--- src/rtl/pulse_meter.sv ---
//==============================================================================
// Module      : pulse_meter
// Description : Measures high width, period and pulse count of an asynchronous
//               signal. Results go out through a valid/ack handshake with
//               sticky overrun/overflow flags. Optional glitch filter is
//               built in when PULSE_METER_GLITCH_FILTER_EN is defined.
// Revision    : 1.0 - initial release
//==============================================================================
`default_nettype none

module pulse_meter #(
  parameter int CNT_W       = 16,
  parameter int SYNC_STAGES = 2,
  parameter int GLITCH_CYC  = 3
) (
  input  logic             clock,
  input  logic             reset,
  input  logic             enable,
  input  logic             sig_in,
  input  logic             meas_ack,
  output logic             meas_valid,
  output logic [CNT_W-1:0] width,
  output logic [CNT_W-1:0] period,
  output logic [CNT_W-1:0] pulse_count,
  output logic             overrun,
  output logic             overflow
);

  localparam logic [CNT_W-1:0] c_MAX = '1;
  localparam logic [CNT_W-1:0] c_ONE = CNT_W'(1);

  typedef enum logic [1:0] {
    S_IDLE = 2'd0,
    S_HIGH = 2'd1,
    S_LOW  = 2'd2
  } state_t;

  logic [SYNC_STAGES-1:0] r_sync;
  logic                   w_sig_s;
  logic                   w_sig_f;
  logic                   r_sig_d;
  logic                   w_rise;
  logic                   w_fall;

  state_t                 r_state;
  state_t                 w_state_nxt;
  logic [CNT_W-1:0]       r_pcnt;
  logic [CNT_W-1:0]       w_pcnt_nxt;
  logic [CNT_W-1:0]       w_pcnt_inc;
  logic [CNT_W-1:0]       r_wlat;
  logic [CNT_W-1:0]       w_wlat_nxt;
  logic                   w_pcnt_sat;
  logic                   w_pcnt_ovf;
  logic                   w_count_pulse;
  logic                   w_publish;

  always_ff @(posedge clock) begin
    if (reset) begin
      r_sync <= '0;
    end else begin
      r_sync <= {r_sync[SYNC_STAGES-2:0], sig_in};
    end
  end

  assign w_sig_s = r_sync[SYNC_STAGES-1];

`ifdef PULSE_METER_GLITCH_FILTER_EN
  localparam int c_GW = $clog2(GLITCH_CYC + 1);

  logic [c_GW-1:0] r_gcnt;
  logic            r_sig_f;

  // Filtered level follows sig_s only after GLITCH_CYC consecutive differing cycles
  always_ff @(posedge clock) begin
    if (reset) begin
      r_gcnt  <= '0;
      r_sig_f <= 1'b0;
    end else if (w_sig_s == r_sig_f) begin
      r_gcnt  <= '0;
    end else if (r_gcnt == c_GW'(GLITCH_CYC - 1)) begin
      r_gcnt  <= '0;
      r_sig_f <= w_sig_s;
    end else begin
      r_gcnt  <= r_gcnt + 1'b1;
    end
  end

  assign w_sig_f = r_sig_f;
`else
  // GLITCH_CYC has no effect without the filter; referenced to keep it live
  assign w_sig_f = (GLITCH_CYC >= 0) ? w_sig_s : 1'b0;
`endif

  assign w_rise = w_sig_f & ~r_sig_d;
  assign w_fall = ~w_sig_f & r_sig_d;

  assign w_pcnt_sat = (r_pcnt == c_MAX);
  assign w_pcnt_inc = w_pcnt_sat ? r_pcnt : r_pcnt + 1'b1;

  always_ff @(posedge clock) begin
    if (reset) begin
      r_state <= S_IDLE;
    end else begin
      r_state <= w_state_nxt;
    end
  end

  always_comb begin
    w_state_nxt   = r_state;
    w_pcnt_nxt    = r_pcnt;
    w_wlat_nxt    = r_wlat;
    w_count_pulse = 1'b0;
    w_publish     = 1'b0;
    w_pcnt_ovf    = 1'b0;
    if (!enable) begin
      w_state_nxt = S_IDLE;
      w_pcnt_nxt  = '0;
      w_wlat_nxt  = '0;
    end else begin
      case (r_state)
        S_IDLE: begin
          if (w_rise) begin
            w_state_nxt   = S_HIGH;
            w_pcnt_nxt    = c_ONE;
            w_count_pulse = 1'b1;
          end
        end
        S_HIGH: begin
          w_pcnt_nxt = w_pcnt_inc;
          w_pcnt_ovf = w_pcnt_sat;
          if (w_fall) begin
            w_wlat_nxt  = r_pcnt;
            w_state_nxt = S_LOW;
          end
        end
        S_LOW: begin
          if (w_rise) begin
            w_publish     = 1'b1;
            w_pcnt_nxt    = c_ONE;
            w_count_pulse = 1'b1;
            w_state_nxt   = S_HIGH;
          end else begin
            w_pcnt_nxt = w_pcnt_inc;
            w_pcnt_ovf = w_pcnt_sat;
          end
        end
        default: begin
          w_state_nxt = S_IDLE;
          w_pcnt_nxt  = '0;
          w_wlat_nxt  = '0;
        end
      endcase
    end
  end

  always_ff @(posedge clock) begin
    if (reset) begin
      r_sig_d     <= 1'b0;
      r_pcnt      <= '0;
      r_wlat      <= '0;
      meas_valid  <= 1'b0;
      width       <= '0;
      period      <= '0;
      pulse_count <= '0;
      overrun     <= 1'b0;
      overflow    <= 1'b0;
    end else begin
      r_sig_d <= w_sig_f;
      r_pcnt  <= w_pcnt_nxt;
      r_wlat  <= w_wlat_nxt;

      if (w_count_pulse) begin
        if (pulse_count == c_MAX) begin
          overflow <= 1'b1;
        end else begin
          pulse_count <= pulse_count + 1'b1;
        end
      end

      if (w_pcnt_ovf) begin
        overflow <= 1'b1;
      end

      // A same-cycle ack frees the slot, so the new result replaces the old one
      if (w_publish) begin
        if (!meas_valid || meas_ack) begin
          width      <= r_wlat;
          period     <= r_pcnt;
          meas_valid <= 1'b1;
        end else begin
          overrun    <= 1'b1;
        end
      end else if (meas_ack) begin
        meas_valid <= 1'b0;
      end
    end
  end

endmodule

`default_nettype wire

--- config.mk ---
export PLATFORM = sky130hd
export DESIGN_NAME = pulse_meter
export DESIGN_NICKNAME = d
export VERILOG_FILES = /design/src/rtl/pulse_meter.sv
export SDC_FILE = /design/constraint.sdc
export NUM_CORES = 1
export LEC_CHECK = 0
export CAP_MARGIN = 40
export CORE_UTILIZATION = 55
export CTS_BUF_LIST = sky130_fd_sc_hd__clkbuf_4
export CTS_CLUSTER_SIZE = 14
export DETAILED_ROUTE_END_ITERATION = 8
export GPL_ROUTABILITY_DRIVEN = 0
export MAX_ROUTING_LAYER = met4
export PLACE_DENSITY = 0.86
export SYNTH_ARGS = -nofsm -noshare
export SYNTH_HDL_FRONTEND = slang
export SYNTH_SLANG_ARGS = --single-unit
--- constraint.sdc ---
create_clock -name clock -period 4.04 [get_ports clock]
set_input_delay 1.212 -clock clock [delete_from_list [all_inputs] [get_ports clock]]
set_output_delay 1.212 -clock clock [all_outputs]
set_load 0.02 [all_outputs]
==> summary.txt, run 1 <==
run status: complete, but fails checks
failing checks: DRC
Yosys top cell by area: dfxtp_1
Critical Path Sink Type: register
clk slew on worst S/H paths: 0.14 ns
min cycle time layout: 2.835 ns
CP max stage cell: or4_1
largest net degree at the start of global routing: 56
first-pass GRT wire length: 13.63 mm
synthesized area: 3709 um^2
Rel. slew slack: 0.5428
GRT Total Usage: 0.2453
CP Capture Point: pulse_count[9]
top achievable clock speed: 0.3527 GHz
Seq/Total Area, Yosys: 0.4750
slack of the worst reg-to-reg path: 1.66 ns
RSZ-0062 raised after global routing: false
drt wl/cell: 13.92 um
vias in the first global route: 3,075
Worst Path Max Fanout: 8
post-synth top area share: 0.4750
Pwr Density: 321.5 nW/um^2
filler cell count: 528
Max Transition Viols Final: 0
Die W: 84.12 um
post-cts sizing count: 0
cts bufs inserted: 9
Worst path max stage delay: 0.63 ns
period utilisation layout: 0.7017
cell chain of the critical path: clkdlybuf4s50_1, o21ai_2, or4_1, or4_1, a21oi_1
Post-CTS Setup Bufs: 0
Post-synth top flop: dfxtp_1
CP Class: in2reg
P_leak: 1.403 nW
critical path launch point: enable
Final Util: 0.6863
number of hold buffers added after cts: 0
clk_lat worst skew: 0.44 ns
hold crit path type: reg2reg
crit-path leading delay family: simple AND/OR/NAND/NOR gates
syn nets: 468
TritonCTS clock tree: built
Clock H-tree levels: 3
WP depth: 5
drt initial violations: 275
RR Startpoint: r_pcnt[0]
# IOs: 56
Setup TNS Final: 0 ns
nets: 509
Layout Skew: 0.01164 ns
area added between synthesis and finish: 18.86%
number of synthesized flops with an enable pin: 0
Synth top cells by count: nand2_1 (93), dfxtp_1 (88), a21oi_1 (66)
layout cell share with drive strength beyond 1: 0.05368
most common cell in the synthesized netlist: nand2_1
crit path buf inv count: 1
Worst EP required: 4.42 ns
row count: 29
vias per cell: 5.717
setup violators final: 0
WL final: 8.072 mm
ys async rst share: 0
via count: 3,316
max_cap viols: 0
drt first pass iters: 9
# port buffers: 55
Post-DP HPWL: 5.517 mm
antenna viol nets, final: 0
die height: 84.12 um
Core ar.: 6422 um^2
Yosys reg bits: 88
startpoint types: input pin
clk root buf: clkbuf_4
Initial Util: 0.5774
cell mode on critical path: or4_1
Synth cell types: 44
# diodes: 0
Worst Path Arrival: 3.22 ns
CTS Sinks: 88
Least-Margin Pin Slew: 0.6858 ns
Synth warnings: 0
Post-Syn Area per Cell: 8.115 um^2
peak supply drop: 183.0 uV
clock buffer depth: 2
Gate Count Post-Synth: 457
R2R depth: 6
RR Endpoint: r_pcnt[6]
initial antenna violation count: 0
Die Footprint: 7075 um^2
ranking of synthesized cells by area: dfxtp_1 (48%), nand2_1 (9.4%), a21oi_1 (8.9%)
# DRC: 8
gr ovfl total: 0
Hold Vio Cnt, Final: 0
[state kept, by name, summed over array words and instances (netlist names), 2 cells and up]
register	cells
period	16
pulse_count	16
r_pcnt	16
r_state	2
r_sync	2
r_wlat	16
width	16
[where the power goes]
part	total, W	switching (W)	internal, W
sequential	0.000872	0.00000211	0.000870
combinational	0.0000377	0.0000266	0.0000111
clock	0.000507	0.000312	0.000195
total	0.00142	0.000341	0.00108
[routing by layer]
layer  share of wire  track usage
met2            0.48       0.3964
met1            0.45       0.2991
met3           0.047      0.04451
met5               0            -
met4           0.020       0.1113
[worst register-to-register path, delay by kind of cell (launching register included)]
| family | cells | cell delay (ns) |
|---|---|---|
| compound gates | 3 | 0.85 |
| simple gates | 2 | 0.67 |
| flops | 1 | 0.52 |
| fa+ha+maj | 1 | 0.27 |
[worst min-delay path by stage]
| stage | end | slack [ns] | cells past startpoint | start |
|---|---|---|---|---|
| 6_report | width[10] | 0.46 | 2 | r_wlat[10] |
| 5_1_grt | width[9] | 0.48 | 2 | r_wlat[9] |
| 4_1_cts | r_sync[1] | 0.46 | 1 | r_sync[0] |
| 3_5_place_dp | r_sync[1] | 0.42 | 1 | r_sync[0] |
| 3_3_place_gp | r_sync[1] | 0.42 | 1 | r_sync[0] |
| 2_1_floorplan | r_sync[1] | 0.41 | 1 | r_sync[0] |
[cells by family (layout without fill, tap and decap cells)]
kind of cell / after synthesis / after routing / share of synthesized area
adder cells (fa/ha/maj): 6 / 6 / 0.02024
multiplexers: 3 / 3 / 0.008097
flip-flops: 88 / 88 / 0.4750
XOR/XNOR: 17 / 17 / 0.04015
AO/OA/AOI/OAI: 91 / 91 / 0.1356
AND/OR/NAND/NOR: 217 / 217 / 0.2817
buffers and inverters: 35 / 81 / 0.03913
[area by class of cell]
| class | instances | area [um^2] | area share |
|---|---|---|---|
| Clock buffer | 9 | 67.56 | 0.01533 |
| Clock inverter | 7 | 80.08 | 0.01817 |
| Inverter | 6 | 22.52 | 0.005109 |
| Multi-Input combinational cell | 334 | 1804 | 0.4093 |
| Sequential cell | 88 | 1762 | 0.3997 |
| Tap cell | 77 | 96.34 | 0.02186 |
| Timing Repair Buffer | 59 | 575.6 | 0.1306 |
[cell usage in the layout (no fill, tap or decap), drive strengths merged, types with 5 or more instances in the layout]
cell	instances
nand2	93
clkbuf	9
clkdlybuf4s50	54
inv	8
ha	6
nor2	37
nand4	12
nor4	5
nand2b	5
a21oi	66
o21ai	10
or3	5
xor2	9
dfxtp	88
xnor2	8
nand3	28
nor2b	7
or4	5
buf	5
[stage by stage]
| stage | hold slack [ns] | worst slack, ns | area, um^2 | cells | total power, W |
|---|---|---|---|---|---|
| detailed placement | 0.4204 | 0.7533 | 4260 | 564 | 0.0009284 |
| floorplan | 0.4138 | 1.492 | 3709 | 457 | 0.0009176 |
| global placement | 0.4155 | 0.8119 | 4260 | 564 | 0.0009274 |
| finish | 0.4597 | 1.205 | 4408 | 580 | 0.001417 |
| CTS | 0.4620 | 1.224 | 4408 | 580 | 0.001425 |
| global route | 0.4813 | 1.158 | 4408 | 580 | 0.001457 |
Note: power is estimated with default switching activity, not from simulation.
==> run 2: changes to the inputs <==
CORE_UTILIZATION = 50   (was 55)
PLACE_DENSITY = 0.83   (was 0.86)
clock period = 2.3 ns   (was 4.04 ns; I/O delays follow)
==> run 2 against run 1 <==
Compared with the run above: the flow now finishes without violations; flip-flop and latch count unchanged; combinational power increased by 97%; worst setup slack got worse by 1.1 ns; worst hold slack got worse by 0.0046 ns; power increased by 73%; largest power group unchanged; die area increased by 9.7%; sequential power increased by 75%.
==> summary.txt, run 2 (same netlist as run 1, synthesis figures left out) <==
max_cap viols: 0 (unchanged)
Comb pwr share: 0.030 (was 0.027)
PnR worst setup slack: 0.08394 ns (was 1.205 ns)
layout cell share with drive strength beyond 1: 0.08671 (was 0.05368)
first-pass GRT wire length: 13.68 mm (was 13.63 mm)
commonest non-fill, non-tap cells in the layout: nand2_1 (93), dfxtp_1 (86), a21oi_1 (66) (was nand2_1 (93), dfxtp_1 (88), a21oi_1 (66))
Setup WS pre-CTS: -0.3251 ns (was 0.7533 ns)
Least-Margin Pin Slew: 0.5464 ns (was 0.6858 ns)
hold crit path type: reg2reg (unchanged)
via count: 3,356 (was 3,316)
Critical Path Sink Type: output port (was register)
# port buffers: 55 (unchanged)
cell chain of the critical path: clkdlybuf4s50_1 (was clkdlybuf4s50_1, o21ai_2, or4_1, or4_1, a21oi_1)
nets: 525 (was 509)
die height: 88.12 um (was 84.12 um)
Worst Path Max Fanout: 5 (was 8)
Reg area: 1764 um^2 (was 1762 um^2)
largest net degree at the start of global routing: 35 (was 56)
sw frac: 0.2603 (was 0.2408)
# DRC: 0 (was 8)
Hold Path Origin: r_wlat[3] (was r_wlat[10])
Post-CTS Setup Bufs: 0 (unchanged)
Initial Util: 0.5140 (was 0.5774)
Clock H-tree levels: 3 (unchanged)
Core ar.: 7214 um^2 (was 6422 um^2)
post-route insts no fill: 618 (was 580)
run status: completed (was complete, but fails checks)
RSZ-0062 raised after global routing: false (unchanged)
internal power: 0.001811 W (was 0.001076 W)
Max Transition Viols Final: 0 (unchanged)
area added between synthesis and finish: 23.11% (was 18.86%)
Placed Area: 4420 um^2 (was 4260 um^2)
CP Class: reg2out (was in2reg)
top achievable clock speed: 0.4513 GHz
row count: 31 (was 29)
sequential power share: 0.626 (was 0.615)
Worst EP required: 1.61 ns (was 4.42 ns)
RR Startpoint: r_state[1] (was r_pcnt[0])
clk slew on worst S/H paths: 0.15 ns (was 0.14 ns)
period utilisation layout: 0.9635
commonest non-fill, non-tap cell in the layout: nand2_1 (unchanged)
Net Sw Power: 0.0006371 W (was 0.0003412 W)
Die Footprint: 7765 um^2 (was 7075 um^2)
Layout Skew: 0.01910 ns (was 0.01164 ns)
Pwr Density: 536.1 nW/um^2 (was 321.5 nW/um^2)
startpoint types: register (was input pin)
setup violators final: 0 (unchanged)
gr ovfl total: 0 (unchanged)
P_leak: 1.504 nW (was 1.403 nW)
critical path launch point: pulse_count[11] (was enable)
vias in the first global route: 3,051 (was 3,075)
# IOs: 56 (unchanged)
Die W: 88.12 um (was 84.12 um)
drt wl/cell: 13.16 um (was 13.92 um)
crit-path leading delay family: buffers and inverters (was simple AND/OR/NAND/NOR gates)
Design Area, Final: 4566 um^2 (was 4408 um^2)
cts bufs inserted: 9 (unchanged)
slack of the worst reg-to-reg path: 0.23 ns (was 1.66 ns)
crit path buf inv count: 1 (unchanged)
clock buffer depth: 2 (unchanged)
clock share of power: 0.344 (was 0.358)
min cycle time layout: 2.216 ns
WL final: 8.130 mm (was 8.072 mm)
multi-input logic area: 1804 um^2 (unchanged)
vias per cell: 5.430 (was 5.717)
Inst Count DP: 602 (was 564)
Setup TNS Final: 0 ns (unchanged)
# diodes: 0 (unchanged)
CTS Sinks: 88 (unchanged)
Worst Path Arrival: 1.53 ns (was 3.22 ns)
TritonCTS clock tree: built (unchanged)
filler cell count: 630 (was 528)
initial antenna violation count: 0 (unchanged)
GRT Total Usage: 0.2309 (was 0.2453)
antenna viol nets, final: 0 (unchanged)
clk root buf: clkbuf_4 (unchanged)
drt first pass iters: 4 (was 9)
Rel. slew slack: 0.6357 (was 0.5428)
drt initial violations: 232 (was 275)
Worst path max stage delay: 0.65 ns (was 0.63 ns)
peak supply drop: 246.5 uV (was 183.0 uV)
Hold Vio Cnt, Final: 0 (unchanged)
Final Util: 0.6328 (was 0.6863)
clk_lat worst skew: 0.43 ns (was 0.44 ns)
CP max stage cell: clkdlybuf4s50_1 (was or4_1)
Post-DP HPWL: 5.915 mm (was 5.517 mm)
## run 2: worst paths after layout
path | cells past startpoint | endpoint
worst min-delay path | 2 | width[3]
worst max-delay path | 1 | pulse_count[11]
worst min register to register | 2 | width[3]
worst max register to register | 8 | pulse_count[11]
## run 2: through the flow
| step | power (W) | hold slack, ns |
|---|---|---|
| after global routing | 0.002548 | 0.4717 |
| after CTS | 0.002465 | 0.4557 |
| after floorplan | 0.001612 | 0.4138 |
| after global placement | 0.001638 | 0.4414 |
| after detailed placement | 0.001639 | 0.4428 |
| final | 0.002448 | 0.4551 |
## run 2: cell type report
class                           instances  area share
Timing Repair Buffer                   75      0.1557
Tap cell                               99     0.02713
Multi-Input combinational cell        334      0.3952
Sequential cell                        88      0.3864
Clock buffer                            9     0.01480
Clock inverter                          7     0.01589
Inverter                                6    0.004933
## run 2: timing repair
| action | in CTS | in global routing |
|---|---|---|
| endpoints found under the setup margin | 0 | 3 |
| hold endpoints to repair | 0 | 0 |
| resized for setup | 0 | 3 |
| hold buffers | 0 | 0 |
## run 2: metal layers
metal | part of all wire | GRT usage | vias to the layer above
met5 | 0 | - | -
met2 | 0.49 | 0.3777 | 85
met1 | 0.46 | 0.2845 | 1576
met4 | 0.0047 | 0.07478 | 0
met3 | 0.044 | 0.04901 | 2
li1 | - | - | 1693
## run 2: power by group through the flow
stage / combinational, W / clock (W) / sequential, W
after floorplan: 0.0000467 / 0 / 0.00157
after global placement: 0.0000727 / 0 / 0.00157
after detailed placement: 0.0000740 / 0 / 0.00157
after CTS: 0.0000741 / 0.000859 / 0.00153
after global routing: 0.0000814 / 0.000933 / 0.00153
final: 0.0000743 / 0.000841 / 0.00153
==> run 3: changes to the inputs <==
SLEW_MARGIN = 20   (was not set)
==> results of run 3 <==
Same layout as run 2: the final DEF is identical, and so are final timing and power.
